`src/rtl/convolution_job_scheduler.sv`:
```
// Job scheduler for the convolution processor: launches a job, polices
// the Z-write stream against the expected length and reports done/error.
module convolution_job_scheduler #(
  parameter int DATA_WIDTH_SIZEY     = 5,
  parameter int DATA_WIDTH_MEMZ_ADDR = 6,
  parameter int SIZEH                = 10,
  parameter int TIMEOUT              = 255
) (
  input  logic                            clk,
  input  logic                            rst,
  input  logic                            job_valid,
  input  logic [DATA_WIDTH_SIZEY-1:0]     job_sizeY,
  output logic                            job_ready,
  output logic [DATA_WIDTH_SIZEY-1:0]     cp_sizeY,
  output logic                            cp_start,
  output logic                            cp_rst,
  input  logic                            cp_busy,
  input  logic                            cp_done,
  input  logic                            cp_writeZ,
  input  logic [DATA_WIDTH_MEMZ_ADDR-1:0] cp_memZ_addr,
  output logic                            job_done,
  output logic                            job_err,
  output logic [2:0]                      err_code,
  output logic [DATA_WIDTH_MEMZ_ADDR-1:0] zcount
);

  localparam int YW = DATA_WIDTH_SIZEY;
  localparam int ZW = DATA_WIDTH_MEMZ_ADDR;

  localparam logic [2:0] IDLE      = 3'd0;
  localparam logic [2:0] LAUNCH    = 3'd1;
  localparam logic [2:0] WAIT_BUSY = 3'd2;
  localparam logic [2:0] RUN       = 3'd3;
  localparam logic [2:0] COMPLETE  = 3'd4;
  localparam logic [2:0] ERROR     = 3'd5;

  localparam logic [2:0] E_NONE  = 3'b000;
  localparam logic [2:0] E_SIZE  = 3'b001;
  localparam logic [2:0] E_BUSY  = 3'b010;
  localparam logic [2:0] E_ADDR  = 3'b011;
  localparam logic [2:0] E_DONE  = 3'b100;
  localparam logic [2:0] E_STALL = 3'b101;
  localparam logic [2:0] E_OVER  = 3'b110;

  localparam logic [7:0]    WD_LAST = 8'(TIMEOUT - 1);
  localparam logic [ZW-1:0] TAP_M1  = ZW'(SIZEH - 1);

  logic [2:0]    state_q, state_d;
  logic [YW-1:0] sizey_q, sizey_d;
  logic [ZW-1:0] zcount_q, zcount_d;
  logic [ZW-1:0] expected_q, expected_d;
  logic [2:0]    err_q, err_d;
  logic [7:0]    wdog_q, wdog_d;
  logic          start_q;
  logic          cprst_q;
  logic          done_q;
  logic          jerr_q;

  logic [ZW-1:0] z_sat;
  logic [ZW-1:0] z_step;
  logic [ZW-1:0] z_eff;
  logic          addr_bad;
  logic          over;
  logic          done_bad;
  logic          quiet;
  logic          stall;

  // zcount stops at expected+1 so an overrun stays visible
  assign z_sat    = expected_q + ZW'(1);
  assign z_step   = (zcount_q == z_sat) ? zcount_q
                                        : zcount_q + ZW'(1);
  assign z_eff    = cp_writeZ ? z_step : zcount_q;
  assign addr_bad = cp_writeZ && (cp_memZ_addr != zcount_q);
  assign over     = cp_writeZ && (zcount_q >= expected_q);
  assign done_bad = cp_done && (z_eff != expected_q);
  assign quiet    = !cp_writeZ && !cp_done;
  assign stall    = quiet && (wdog_q == WD_LAST);

  always_comb begin
    state_d    = state_q;
    sizey_d    = sizey_q;
    zcount_d   = zcount_q;
    expected_d = expected_q;
    err_d      = err_q;
    wdog_d     = wdog_q;
    unique case (state_q)
      IDLE: begin
        if (job_valid) begin
          sizey_d    = job_sizeY;
          zcount_d   = '0;
          err_d      = E_NONE;
          wdog_d     = '0;
          expected_d = ZW'(job_sizeY) + TAP_M1;
          if (job_sizeY == '0) begin
            state_d = ERROR;
            err_d   = E_SIZE;
          end else begin
            state_d = LAUNCH;
          end
        end
      end
      LAUNCH: begin
        state_d = WAIT_BUSY;
        wdog_d  = '0;
      end
      WAIT_BUSY: begin
        if (cp_busy) begin
          state_d = RUN;
          wdog_d  = '0;
        end else if (wdog_q == WD_LAST) begin
          state_d = ERROR;
          err_d   = E_BUSY;
        end else begin
          wdog_d = wdog_q + 8'd1;
        end
      end
      RUN: begin
        zcount_d = z_eff;
        if (cp_writeZ) begin
          wdog_d = '0;
        end else if (quiet) begin
          wdog_d = wdog_q + 8'd1;
        end
        // ordered by error code so the lowest code wins
        if (addr_bad) begin
          state_d = ERROR;
          err_d   = E_ADDR;
        end else if (cp_done) begin
          if (done_bad) begin
            state_d = ERROR;
            err_d   = E_DONE;
          end else begin
            state_d = COMPLETE;
          end
        end else if (stall) begin
          state_d = ERROR;
          err_d   = E_STALL;
        end else if (over) begin
          state_d = ERROR;
          err_d   = E_OVER;
        end
      end
      COMPLETE: state_d = IDLE;
      ERROR:    state_d = IDLE;
      default:  state_d = IDLE;
    endcase
  end

  always_ff @(posedge clk) begin
    if (rst) begin
      state_q    <= IDLE;
      sizey_q    <= '0;
      zcount_q   <= '0;
      expected_q <= '0;
      err_q      <= E_NONE;
      wdog_q     <= '0;
      start_q    <= 1'b0;
      cprst_q    <= 1'b0;
      done_q     <= 1'b0;
      jerr_q     <= 1'b0;
    end else begin
      state_q    <= state_d;
      sizey_q    <= sizey_d;
      zcount_q   <= zcount_d;
      expected_q <= expected_d;
      err_q      <= err_d;
      wdog_q     <= wdog_d;
      start_q    <= (state_d == LAUNCH);
      cprst_q    <= (state_d == ERROR);
      done_q     <= (state_d == COMPLETE);
      jerr_q     <= (state_d == ERROR);
    end
  end

  assign job_ready = (state_q == IDLE);
  assign cp_sizeY  = sizey_q;
  assign cp_start  = start_q;
  assign cp_rst    = cprst_q;
  assign job_done  = done_q;
  assign job_err   = jerr_q;
  assign err_code  = err_q;
  assign zcount    = zcount_q;

endmodule
```
`config.mk`:
```
export PLATFORM = sky130hd
export DESIGN_NAME = convolution_job_scheduler
export DESIGN_NICKNAME = d
export VERILOG_FILES = /design/src/rtl/convolution_job_scheduler.sv
export SDC_FILE = /design/constraint.sdc
export NUM_CORES = 1
export LEC_CHECK = 0
export BUFFER_PORTS_ARGS = -buffer_cell sky130_fd_sc_hd__buf_2
export CAP_MARGIN = 25
export CELL_PAD_IN_SITES_DETAIL_PLACEMENT = 0
export CELL_PAD_IN_SITES_GLOBAL_PLACEMENT = 1
export CORE_ASPECT_RATIO = 2
export CORE_MARGIN = 2
export CORE_UTILIZATION = 45
export CTS_CLUSTER_SIZE = 40
export DETAILED_ROUTE_END_ITERATION = 6
export PLACE_DENSITY = 0.84
export SYNTH_ARGS = -nofsm -noshare
export SYNTH_HDL_FRONTEND = slang
export SYNTH_SLANG_ARGS = --single-unit
```
`constraint.sdc`:
```
create_clock -name clk -period 4.9 [get_ports clk]
set_clock_uncertainty 0.1 [all_clocks]
set_input_delay 0.245 -clock clk [delete_from_list [all_inputs] [get_ports clk]]
set_output_delay 0.245 -clock clk [all_outputs]
set_load 0.02 [all_outputs]
```
==> results of run 1 <==
-- power by group --
part	switching (W)	internal, W
registers	0.0000151	0.000291
clock network	0.0000964	0.000108
logic	0.0000939	0.0000566
-- worst max-delay path, stage by stage (launching register included) --
cell	delay (ns)
dfxtp_1	0.58
xnor2_1	0.17
nand4_1	0.16
o31ai_1	0.57
nor4b_2	0.32
o32ai_1	0.12
o41a_1	0.44
o21ai_2	0.18
mux2_1	0.34
-- state kept, by name (all words and copies together), names as in the netlist --
signal      count
expected_q      6
zcount          6
job_err         1
state_q         3
cp_sizeY        5
cp_start        1
job_done        1
err_code        3
wdog_q          8
-- per-stage QoR --
step	setup slack, ns	hold slack, ns	total power, W
floorplan	2.11	0.281	0.000418
global placement	1.97	0.339	0.000462
detailed placement	1.90	0.346	0.000463
CTS	1.89	0.138	0.000668
global route	1.63	0.153	0.000698
finish	1.82	0.143	0.000661
-- synth_stat cells (5+ instances only) --
library cell	number	area (um^2)
nand4_1	6	37.5
o21ai_0	14	70.1
inv_1	11	41.3
xor2_1	12	105
nor3_1	5	25.0
ha_1	12	150
nor2_1	27	101
clkbuf_1	8	30.0
nor2b_1	6	37.5
a21oi_1	27	135
xnor2_1	13	114
dfxtp_1	34	681
a21o_1	5	37.5
nand3_1	8	40.0
nand2_1	35	131
-- logic make-up (layout without fill, tap and decap cells) --
family          Yosys count  after routing
buf+inv                  24             52
mux                       6              6
simple gates            114            114
xor+xnor                 27             27
fa+ha+maj                12             12
flops                    34             34
compound gates           66             66
-- area by class of cell --
type / count / area, um^2
fill: 498 / 2340
multi-input combinational: 225 / 1480
sequential: 34 / 681
timing repair buffer: 35 / 175
clock buffer: 6 / 82.6
tap: 57 / 71.3
inverter: 11 / 41.3
-- worst min-delay path by stage --
stage	slack [ns]	cells past startpoint	start	end
floorplan	0.28	2	job_sizeY[0]	cp_sizeY[0]$_SDFFE_PP0P_
detailed placement	0.35	2	cp_sizeY[1]$_SDFFE_PP0P_	cp_sizeY[1]$_SDFFE_PP0P_
global route	0.15	3	job_sizeY[3]	cp_sizeY[3]$_SDFFE_PP0P_
finish	0.14	3	job_sizeY[3]	cp_sizeY[3]$_SDFFE_PP0P_
global placement	0.34	2	cp_sizeY[3]$_SDFFE_PP0P_	cp_sizeY[3]$_SDFFE_PP0P_
CTS	0.14	3	job_sizeY[1]	cp_sizeY[1]$_SDFFE_PP0P_
-- per-layer routing --
| metal | GRT usage | routed length, um | vias up |
|---|---|---|---|
| li1 | - | - | 1038 |
| met2 | 0.422 | 3410 | 38 |
| met5 | 0 | 0 | - |
| met1 | 0.229 | 2140 | 958 |
| met3 | 0.0271 | 139 | 5 |
| met4 | 0.0732 | 79 | 0 |
==> metrics.md, run 1 <==
| Metric | Value |
|---|---|
| Leak pwr | 1.04 nW |
| DRT antenna net count | 0 |
| Gr usage total | 0.222 |
| Root Buffer | clkbuf_8 |
| CTS Sinks | 34 |
| DR pass1 iterations | 4 |
| Reg-to-reg slack, setup | 1.82 ns |
| XOR/XNOR Fraction of Synth Area | 0.111 |
| Placer's final routability congestion estimate | 0.786 |
| Asr flop ratio synth | 0 |
| CTS tree | yes |
| Clock network latency to the later pin of the worst-skew pair | 0.29 ns |
| Netlist Area Pre-Place | 2280 um^2 |
| Die extent in y | 105 um |
| Ant. Diodes | 0 |
| Cts repair resizes | 0 |
| Seq cells post-synth | 34 |
| Max Cap Viol | 0 |
| FP Rows | 36 |
| Via count | 2,039 |
| DP Area | 2440 um^2 |
| Post-CTS Setup Bufs | 0 |
| Routed vias/inst | 5.54 |
| Die area | 5680 um^2 |
| Port Buffers | 35 |
| Reg2reg end | err_code[1]$_SDFFE_PP0P_ |
| CP endpoint kind | flop |
| Cell variety after synth | 55 |
| Slew HR | 0.396 |
| Initial Util | 0.468 |
| Worst r2r path cells | 8 |
| Post-Layout Cell Count | 368 |
| Critical path arrival | 3.16 ns |
| Post-synthesis compound-gate area fraction | 0.183 |
| Dominant synthesized flop cell | dfxtp_1 |
| Crit path capture | err_code[1]$_SDFFE_PP0P_ |
| Crit Path Category | reg -> reg |
| Hold buffers post-CTS | 0 |
| Fraction of layout cells with a size suffix above 1 | 0.180 |
| Initial DRC Count | 42 |
| CTS max path bufs | 2 |
| H-tree lvl count | 2 |
| Syn Inst Count | 283 |
| Clock-pin slew on the worst setup and hold paths | 0.07 ns |
| Syn nets | 312 |
| Number of synthesized flops with an enable pin | 0 |
| Largest net degree at the start of global routing | 31 |
| Die width | 54.3 um |
| Vias in the first global route | 1,969 |
| Fmax | 325 MHz |
| Max-slew violations | 0 |
| Synth warn | 0 |
| Largest family of logic cells by synthesized area | simple AND/OR/NAND/NOR gates |
| Final hold violation count | 0 |
| RSZ-0062 raised after global routing | no |
| Crit-path max FO | 13 |
| Nets | 341 |
| CP required | 4.98 ns |
| Area Overhead vs Synth | 11.0% |
| Simple-gate portion of the synthesized area | 0.259 |
| CTS Buf Count | 5 |
| Core area | 4860 um^2 |
| Post-route cell area | 2530 um^2 |
| DP Cell Count | 362 |
| Final setup TNS | 0 ns |
| Outcome | completed |
| Pwr dens | 262 nW/um^2 |
| DP Wirelength | 4510 um |
| Residual DRC count | 0 |
| WL/cell | 15.7 um |
| Initial antenna violation count | 0 |
| Total grt overflow | 0 |
| Period Utilization, post-route | 0.629 |
| Worst IR Drop VDD | 0.207 mV |
| Post-Route WL | 5770 um |
| Tmin final | 3.08 ns |
| Synth Area per Inst | 8.04 um^2 |
| Crit path launch type | flop |
| HP Class | in -> reg |
| IO Count | 36 |
| First-pass GRT wire length | 9310 um |
| Commonest cells after routing, fill and taps aside | nand2_1 (35), buf_2 (35), dfxtp_1 (34) |
| Origin of the worst setup path | zcount[2]$_SDFFE_PP0P_ |
| Finished Core Util | 0.519 |
| Adder-cell share of the synthesized area | 0.0660 |
| Sequential share of the synthesized area | 0.299 |
| Final setup fails | 0 |
| Fraction of synthesized area in multiplexers | 0.0291 |
| Worst Tran Pin Value | 0.905 ns |
| Critical R2R Launch | zcount[2]$_SDFFE_PP0P_ |
Power figures use the tool's default switching activity.
==> run 2, diff against run 1 <==
--- a/config.mk
+++ b/config.mk
@@ -11,10 +11,10 @@
 export CELL_PAD_IN_SITES_GLOBAL_PLACEMENT = 1
 export CORE_ASPECT_RATIO = 2
 export CORE_MARGIN = 2
-export CORE_UTILIZATION = 45
+export CORE_UTILIZATION = 42
 export CTS_CLUSTER_SIZE = 40
 export DETAILED_ROUTE_END_ITERATION = 6
-export PLACE_DENSITY = 0.84
+export PLACE_DENSITY = 0.79
 export SYNTH_ARGS = -nofsm -noshare
 export SYNTH_HDL_FRONTEND = slang
 export SYNTH_SLANG_ARGS = --single-unit
==> constraint.sdc (replaced) <==
create_clock -name clk -period 3 [get_ports clk]
set_clock_uncertainty 0.1 [all_clocks]
set_input_delay 0.15 -clock clk [delete_from_list [all_inputs] [get_ports clk]]
set_output_delay 0.15 -clock clk [all_outputs]
set_load 0.02 [all_outputs]
==> run 2 against run 1 <==
Die area rose by 6.7%. Critical path depth rose by 1. Flip-flop and latch count did not move. Core utilization fell by 3.0 points. Worst setup slack got worse by 1.6 ns. Routed wire length fell by 4.0%. Sequential power rose by 63%. Clock-buffer cell count did not move. Largest power group unchanged.
==> metrics.md, run 2 (synthesis results as in run 1) <==
| Metric | Value |
|---|---|
| Crit Path Category | reg -> reg |
| Fraction of layout cells with a size suffix above 1 | 0.209 (+0.0293) |
| Origin of the worst setup path | expected_q[0]$_SDFFE_PP0P_ |
| Crit-path max FO | 5 (-8) |
| Leak pwr | 1.08 nW (+4.5%) |
| Clock network latency to the later pin of the worst-skew pair | 0.30 ns (about the same) |
| Root Buffer | clkbuf_8 |
| FP Rows | 38 (+5.6%) |
| Worst IR Drop VDD | 0.322 mV (+55%) |
| Die extent in y | 108 um (+3.4%) |
| Finished Core Util | 0.489 (-0.0303) |
| Port Buffers | 35 (unchanged) |
| CP required | 3.07 ns (-1.91 ns) |
| Pwr dens | 428 nW/um^2 (+64%) |
| H-tree lvl count | 2 (unchanged) |
| Area Overhead vs Synth | 14.4% |
| Max-slew violations | 0 (unchanged) |
| Min-delay src | job_sizeY[0] |
| Largest net degree at the start of global routing | 31 (unchanged) |
| DP Wirelength | 4150 um (-8.0%) |
| Final hold violation count | 0 (unchanged) |
| CP endpoint kind | flop |
| Final setup TNS | 0 ns (unchanged) |
| Critical R2R Launch | expected_q[0]$_SDFFE_PP0P_ |
| Dpl ws | 0.130 ns (-1.77 ns) |
| Via count | 2,123 (+4.1%) |
| Nets | 348 (+2.1%) |
| IO Count | 36 (unchanged) |
| WL/cell | 14.6 um (-7.1%) |
| Crit path launch type | flop |
| Max Cap Viol | 0 (unchanged) |
| Commonest cells after routing, fill and taps aside | nand2_1 (35), buf_2 (35), dfxtp_1 (33) |
| Core area | 5330 um^2 (+9.5%) |
| Die width | 56.1 um (+3.3%) |
| Worst Tran Pin Value | 0.702 ns (-0.203 ns) |
| DRT antenna net count | 0 (unchanged) |
| Initial antenna violation count | 0 (unchanged) |
| Critical path arrival | 2.88 ns (-0.28 ns) |
| CTS tree | yes |
| Final setup fails | 0 (unchanged) |
| Outcome | completed |
| Slew HR | 0.531 (+0.136) |
| Residual DRC count | 0 (unchanged) |
| Clock-pin slew on the worst setup and hold paths | 0.09 ns (+0.02 ns) |
| Initial DRC Count | 28 (-33%) |
| Fillcell total | 550 (+10%) |
| RSZ-0062 raised after global routing | no |
| Fmax | 356 MHz (+9.8%) |
| First-pass GRT wire length | 9400 um (+0.96%) |
| Hold buffers post-CTS | 0 (unchanged) |
| CTS Buf Count | 5 (unchanged) |
| Vias in the first global route | 2,018 (+2.5%) |
| Placer's final routability congestion estimate | 0.904 (+15%) |
| Total grt overflow | 0 (unchanged) |
| Die area | 6060 um^2 (+6.7%) |
| Period Utilization, post-route | 0.935 (+0.307) |
| Max reg flops | 8 (unchanged) |
| DR pass1 iterations | 4 (unchanged) |
| Tmin final | 2.81 ns (-0.274 ns) |
| CTS Sinks | 34 (unchanged) |
| Initial Util | 0.427 (-0.0405) |
| CTS max path bufs | 2 (unchanged) |
| Routed vias/inst | 5.59 (+0.83%) |
| Top reg by flops | wdog_q |
| Gr usage total | 0.195 (-0.0268) |
| HP Class | in -> reg |
| Post-Route WL | 5540 um (-4.0%) |
| Final WS setup | 0.194 ns (-1.63 ns) |
| Ant. Diodes | 0 (unchanged) |
## run 2: cell count changes in the layout (fill, tap and decap cells not counted)
cell,previous run,this run
buf_4,0,7
clkinv_2,0,1
clkinvlp_4,0,1
dfxtp_1,34,33
dfxtp_2,0,1
xnor2_1,13,12
xnor2_2,1,2
## run 2: what timing repair did
item	CTS	global route
buffers inserted	0	0
gates resized for setup	0	2
setup endpoints to repair	0	4
## run 2: area by class of cell
class	instances	area, um^2	area share
inverter	11	41.3	0.0159
timing repair buffer	42	228	0.0875
sequential	34	682	0.262
clock buffer	6	82.6	0.0317
tap	60	75.1	0.0288
multi-input combinational	225	1480	0.569
clock inverter	2	12.5	0.00481
## run 2: power by group
part / switching, W / internal [W]
combinational: 0.000152 / 0.0000965
sequential: 0.0000252 / 0.000475
clock: 0.000181 / 0.000185
total: 0.000359 / 0.000756
## run 2: path summary, 6_finish.rpt
| check | cells past startpoint | slack, ns | endpoint |
|---|---|---|---|
| setup / recovery | 9 | 0.19 | err_code[0]$_SDFFE_PP0P_ |
| hold / removal | 3 | 0.04 | cp_sizeY[0]$_SDFFE_PP0P_ |
| setup reg to reg | 9 | 0.19 | err_code[0]$_SDFFE_PP0P_ |
| hold reg to reg | 2 | 0.36 | cp_sizeY[1]$_SDFFE_PP0P_ |
## run 2: stage by stage
stage                     hold slack, ns  area (um^2)  total power (W)  cells
after floorplan                    0.186         2280         0.000683    283
after global placement             0.337         2500         0.000754    372
after detailed placement           0.340         2500         0.000758    372
after CTS                         0.0261         2590          0.00113    380
after global routing              0.0406         2600          0.00118    380
final                             0.0376         2600          0.00111    380
## run 2: per-layer routing
metal / share of wire / up-vias / global-route usage / wire (um)
met5: 0 / - / 0 / 0
met4: 0.021 / 0 / 0.0918 / 117
met3: 0.032 / 8 / 0.0287 / 175
met2: 0.51 / 54 / 0.346 / 2840
met1: 0.43 / 998 / 0.226 / 2410
li1: - / 1063 / - / -
## run 2: worst max-delay path, stage by stage (launching register included)
cell,delay (ns)
dfxtp_1,0.44
ha_1,0.28
xor2_1,0.15
nor2_1,0.21
nand4_4,0.16
nor4b_2,0.27
o32ai_1,0.12
o41a_1,0.44
o21ai_2,0.18
mux2_1,0.34
==> run 3, diff against run 2 <==
--- a/config.mk
+++ b/config.mk
@@ -5,13 +5,14 @@
 export SDC_FILE = /design/constraint.sdc
 export NUM_CORES = 1
 export LEC_CHECK = 0
+export ABC_AREA = 1
 export BUFFER_PORTS_ARGS = -buffer_cell sky130_fd_sc_hd__buf_2
 export CAP_MARGIN = 25
 export CELL_PAD_IN_SITES_DETAIL_PLACEMENT = 0
 export CELL_PAD_IN_SITES_GLOBAL_PLACEMENT = 1
 export CORE_ASPECT_RATIO = 2
 export CORE_MARGIN = 2
-export CORE_UTILIZATION = 42
+export CORE_UTILIZATION = 40
 export CTS_CLUSTER_SIZE = 40
 export DETAILED_ROUTE_END_ITERATION = 6
 export PLACE_DENSITY = 0.79
==> run 3 against run 2 <==
The run now ends with design-rule violations left. Worst setup slack better by 0.060 ns. Fmax up 2.2%. Cell area up 6.3%. Global-route usage up 1.3 points. Clock-buffer cell count up 1. Final cell count up 24%. Worst hold slack better by 0.052 ns. Non-clock buffer count down 5. Via count up 17%. Synthesized cell count up 32%. Core utilization down 2.0 points. Critical endpoint is now job_done$_SDFF_PP0_. Largest power group unchanged.
==> metrics.md, run 3 <==
| Metric | Value |
|---|---|
| CP cell instances | inv_1, ha_1, inv_1, nor2_1, o21ai_0, o211ai_1, o21ai_0, nand2_1, nor3_2, nor2_1, nor3_1, nor2_1, inv_1, nor2_1 |
| Crit path launch type | flop |
| Max-slew violations | 0 (unchanged) |
| Worst r2r path cells | 14 (+5) |
| Critical path arrival | 2.82 ns (-0.06 ns) |
| Most instantiated cells after synthesis | nand2_1 (78), inv_1 (60), dfxtp_1 (34), nor2_1 (34), a21oi_1 (31) |
| Area contributors post-synth | dfxtp_1 (28%), nand2_1 (12%), inv_1 (9.4%) |
| Gr usage total | 0.208 (+0.0131) |
| Top reg by flops | wdog_q |
| Number of synthesized flops with an enable pin | 0 (unchanged) |
| Clock-pin slew on the worst setup and hold paths | 0.05 ns (-0.04 ns) |
| Outcome | finished with violations |
| Die width | 58.9 um (+5.0%) |
| CP required | 3.07 ns (about the same) |
| Hold Crit Depth | 3 (unchanged) |
| CP bufs+invs | 3 (+3) |
| Crit-path max FO | 6 (+1) |
| Nets | 437 (+26%) |
| Post-CTS Setup Bufs | 0 (unchanged) |
| Synth Area per Inst | 6.45 um^2 (-20%) |
| Leak pwr | 1.34 nW (+24%) |
| Fmax | 364 MHz (+2.2%) |
| Slew HR | 0.654 (+0.122) |
| WHS | 0.0893 ns (+0.0516 ns) |
| Core area | 5910 um^2 (+11%) |
| CTS tree | yes |
| CTS Buf Count | 5 (unchanged) |
| RSZ-0062 raised after global routing | no |
| Dominant synthesized flop cell | dfxtp_1 |
| DP Area | 2620 um^2 (+4.9%) |
| Asr flop ratio synth | 0 (unchanged) |
| Via count | 2,479 (+17%) |
| Routed vias/inst | 5.25 (-6.0%) |
| Residual DRC count | 4 (+4) |
| Seq cells post-synth | 34 (unchanged) |
| Clock network latency to the later pin of the worst-skew pair | 0.27 ns (-0.03 ns) |
| Hold buffers post-CTS | 0 (unchanged) |
| Commonest cells after routing, fill and taps aside | nand2_1 (78), inv_1 (60), buf_2 (35) |
| Dpl ws | 0.266 ns (+0.136 ns) |
| Worst Tran Pin Value | 0.515 ns (-0.187 ns) |
| Final WS setup | 0.254 ns (+0.0600 ns) |
| Reg2reg end | job_done$_SDFF_PP0_ |
| Final setup fails | 0 (unchanged) |
| WL/cell | 13.5 um (-7.5%) |
| First-pass GRT wire length | 11,100 um (+18%) |
| Cell variety after synth | 37 (-33%) |
| Commonest non-fill, non-tap cell in the layout | nand2_1 |
| Netlist Area Pre-Place | 2410 um^2 (+5.8%) |
| HP Class | in -> reg |
| DRT antenna net count | 0 (unchanged) |
| DR pass1 iterations | 6 (+2) |
| Reg-to-reg slack, setup | 0.25 ns (+0.06 ns) |
| Initial DRC Count | 151 (+440%) |
| Crit Path Category | reg -> reg |
| Min-delay src | job_sizeY[0] |
| Worst path slowest cell | dfxtp_1 |
| Period Utilization, post-route | 0.915 (-0.0200) |
| H-tree lvl count | 2 (unchanged) |
| CTS Sinks | 34 (unchanged) |
| Max Cap Viol | 0 (unchanged) |
| Pwr dens | 494 nW/um^2 (+15%) |
| Sequential share of the synthesized area | 0.283 (-0.0163) |
| Placer's final routability congestion estimate | 0.947 (+4.7%) |
| DP Wirelength | 5020 um (+21%) |
| Final hold violation count | 0 (unchanged) |
| Total grt overflow | 0 (unchanged) |
| Max reg flops | 8 (unchanged) |
| Synth warn | 0 (unchanged) |
| Initial antenna violation count | 0 (unchanged) |
| Root Buffer | clkbuf_16 |
| Syn nets | 402 (+29%) |
| CP endpoint kind | flop |
| Critical R2R Launch | expected_q[1]$_SDFFE_PP0P_ |
| Die extent in y | 114 um (+5.2%) |
| Top-area cell type share of the netlist area | 0.283 (-0.0163) |
| Vias in the first global route | 2,433 (+21%) |
| Final setup TNS | 0 ns (unchanged) |
| GR Util met3 | 0.0238 (-0.00490) |
| Tmin final | 2.75 ns (-0.0600 ns) |
| Hold Crit Endpoint | expected_q[3]$_SDFFE_PP0P_ |
| Most numerous cell in the Yosys netlist | nand2_1 |
| Cts repair resizes | 0 (unchanged) |
| FP Rows | 40 (+5.3%) |
| Most area-hungry cell type in the Yosys netlist | dfxtp_1 |
| Initial Util | 0.408 (-0.0198) |
| IO Count | 36 (unchanged) |
| Family with the most delay on the worst path | simple AND/OR/NAND/NOR gates |
| Post-Route WL | 6360 um (+15%) |
| Port Buffers | 35 (unchanged) |
| Origin of the worst setup path | expected_q[1]$_SDFFE_PP0P_ |
| Failing checks | design-rule violations |
| Number of cells on the critical path | 14 (+5) |
| CTS max path bufs | 2 (unchanged) |
| Crit-path most repeated cell | nor2_1 |
| Worst IR Drop VDD | 0.330 mV (+2.5%) |
| Largest net degree at the start of global routing | 21 (-32%) |
| Die area | 6690 um^2 (+10%) |
| Post-route cell area | 2770 um^2 (+6.3%) |
| Ant. Diodes | 0 (unchanged) |
| Area Overhead vs Synth | 15.0% |
| Grt met1 use | 0.268 (+0.0425) |
| Syn Inst Count | 373 (+32%) |
| Fraction of layout cells with a size suffix above 1 | 0.176 (-0.0333) |
| Slowest stage delay, CP | 0.50 ns (+0.06 ns) |
| Top Usage Layer GRT | met2 |
| Met2 usage | 0.346 (about the same) |
[run 3: cell types whose count changed after synthesis, sizes merged, moves of 5 or more]
cell    before  now
inv         11   65
nand2       35   85
nor2b        6    0
nor2        27   38
nand4        7   12
clkbuf       9    4
xnor2       14    1
nand3        9   32
a21o         5    0
xor2        13    2
mux2         5    0
a21oi       28   33
[run 3: tightest hold or removal path, cell delays in order]
cell     delay (ns)
buf_2          0.12
nand4_1        0.06
a31oi_1        0.08
[run 3: worst max path at each step]
stage                                to  slack (ns)
2_1_floorplan  err_code[0]$_SDFFE_PP0P_        0.69
3_3_place_gp        job_done$_SDFF_PP0_        0.33
3_5_place_dp        job_done$_SDFF_PP0_        0.27
4_1_cts             job_done$_SDFF_PP0_        0.24
5_1_grt             job_done$_SDFF_PP0_       0.005
6_report            job_done$_SDFF_PP0_        0.25
[run 3: logic make-up (layout without fill, tap and decap cells)]
kind of cell / count (synthesis) / after routing / synth area share
compound gates: 65 / 65 / 0.157
simple gates: 184 / 184 / 0.361
buf+inv: 75 / 111 / 0.126
flops: 34 / 34 / 0.283
fa+ha+maj: 12 / 12 / 0.0624
xor+xnor: 3 / 3 / 0.0109
[run 3: area by class of cell]
cell class | instances | area (um^2)
clock buffers | 7 | 143
clock inverters | 1 | 5.00
fillers | 652 | 3140
inverters | 66 | 248
multi-input cells | 264 | 1420
flip-flops and latches | 34 | 681
well taps | 63 | 78.8
repair buffers | 37 | 190
[run 3: through the flow]
step | util | cells | power, W
CTS | 0.469 | 472 | 0.00138
global route | 0.469 | 472 | 0.00145
detailed placement | 0.444 | 464 | 0.000866
floorplan | - | 373 | 0.000776
finish | 0.469 | 472 | 0.00137
global placement | 0.444 | 464 | 0.000860
[run 3: routing by layer]
layer  wire length [um]  part of all wire
met5                  0                 0
met4                121             0.019
met3                238             0.037
met2               3110              0.49
met1               2900              0.46
[run 3: report_power, final]
group | leakage, nW | switching [W] | total [W] | internal (W)
Clock | 0.0739 | 0.000181 | 0.000510 | 0.000329
Sequential | 0.277 | 0.0000329 | 0.000516 | 0.000483
Combinational | 0.988 | 0.000229 | 0.000341 | 0.000112
Total | 1.34 | 0.000443 | 0.00137 | 0.000924
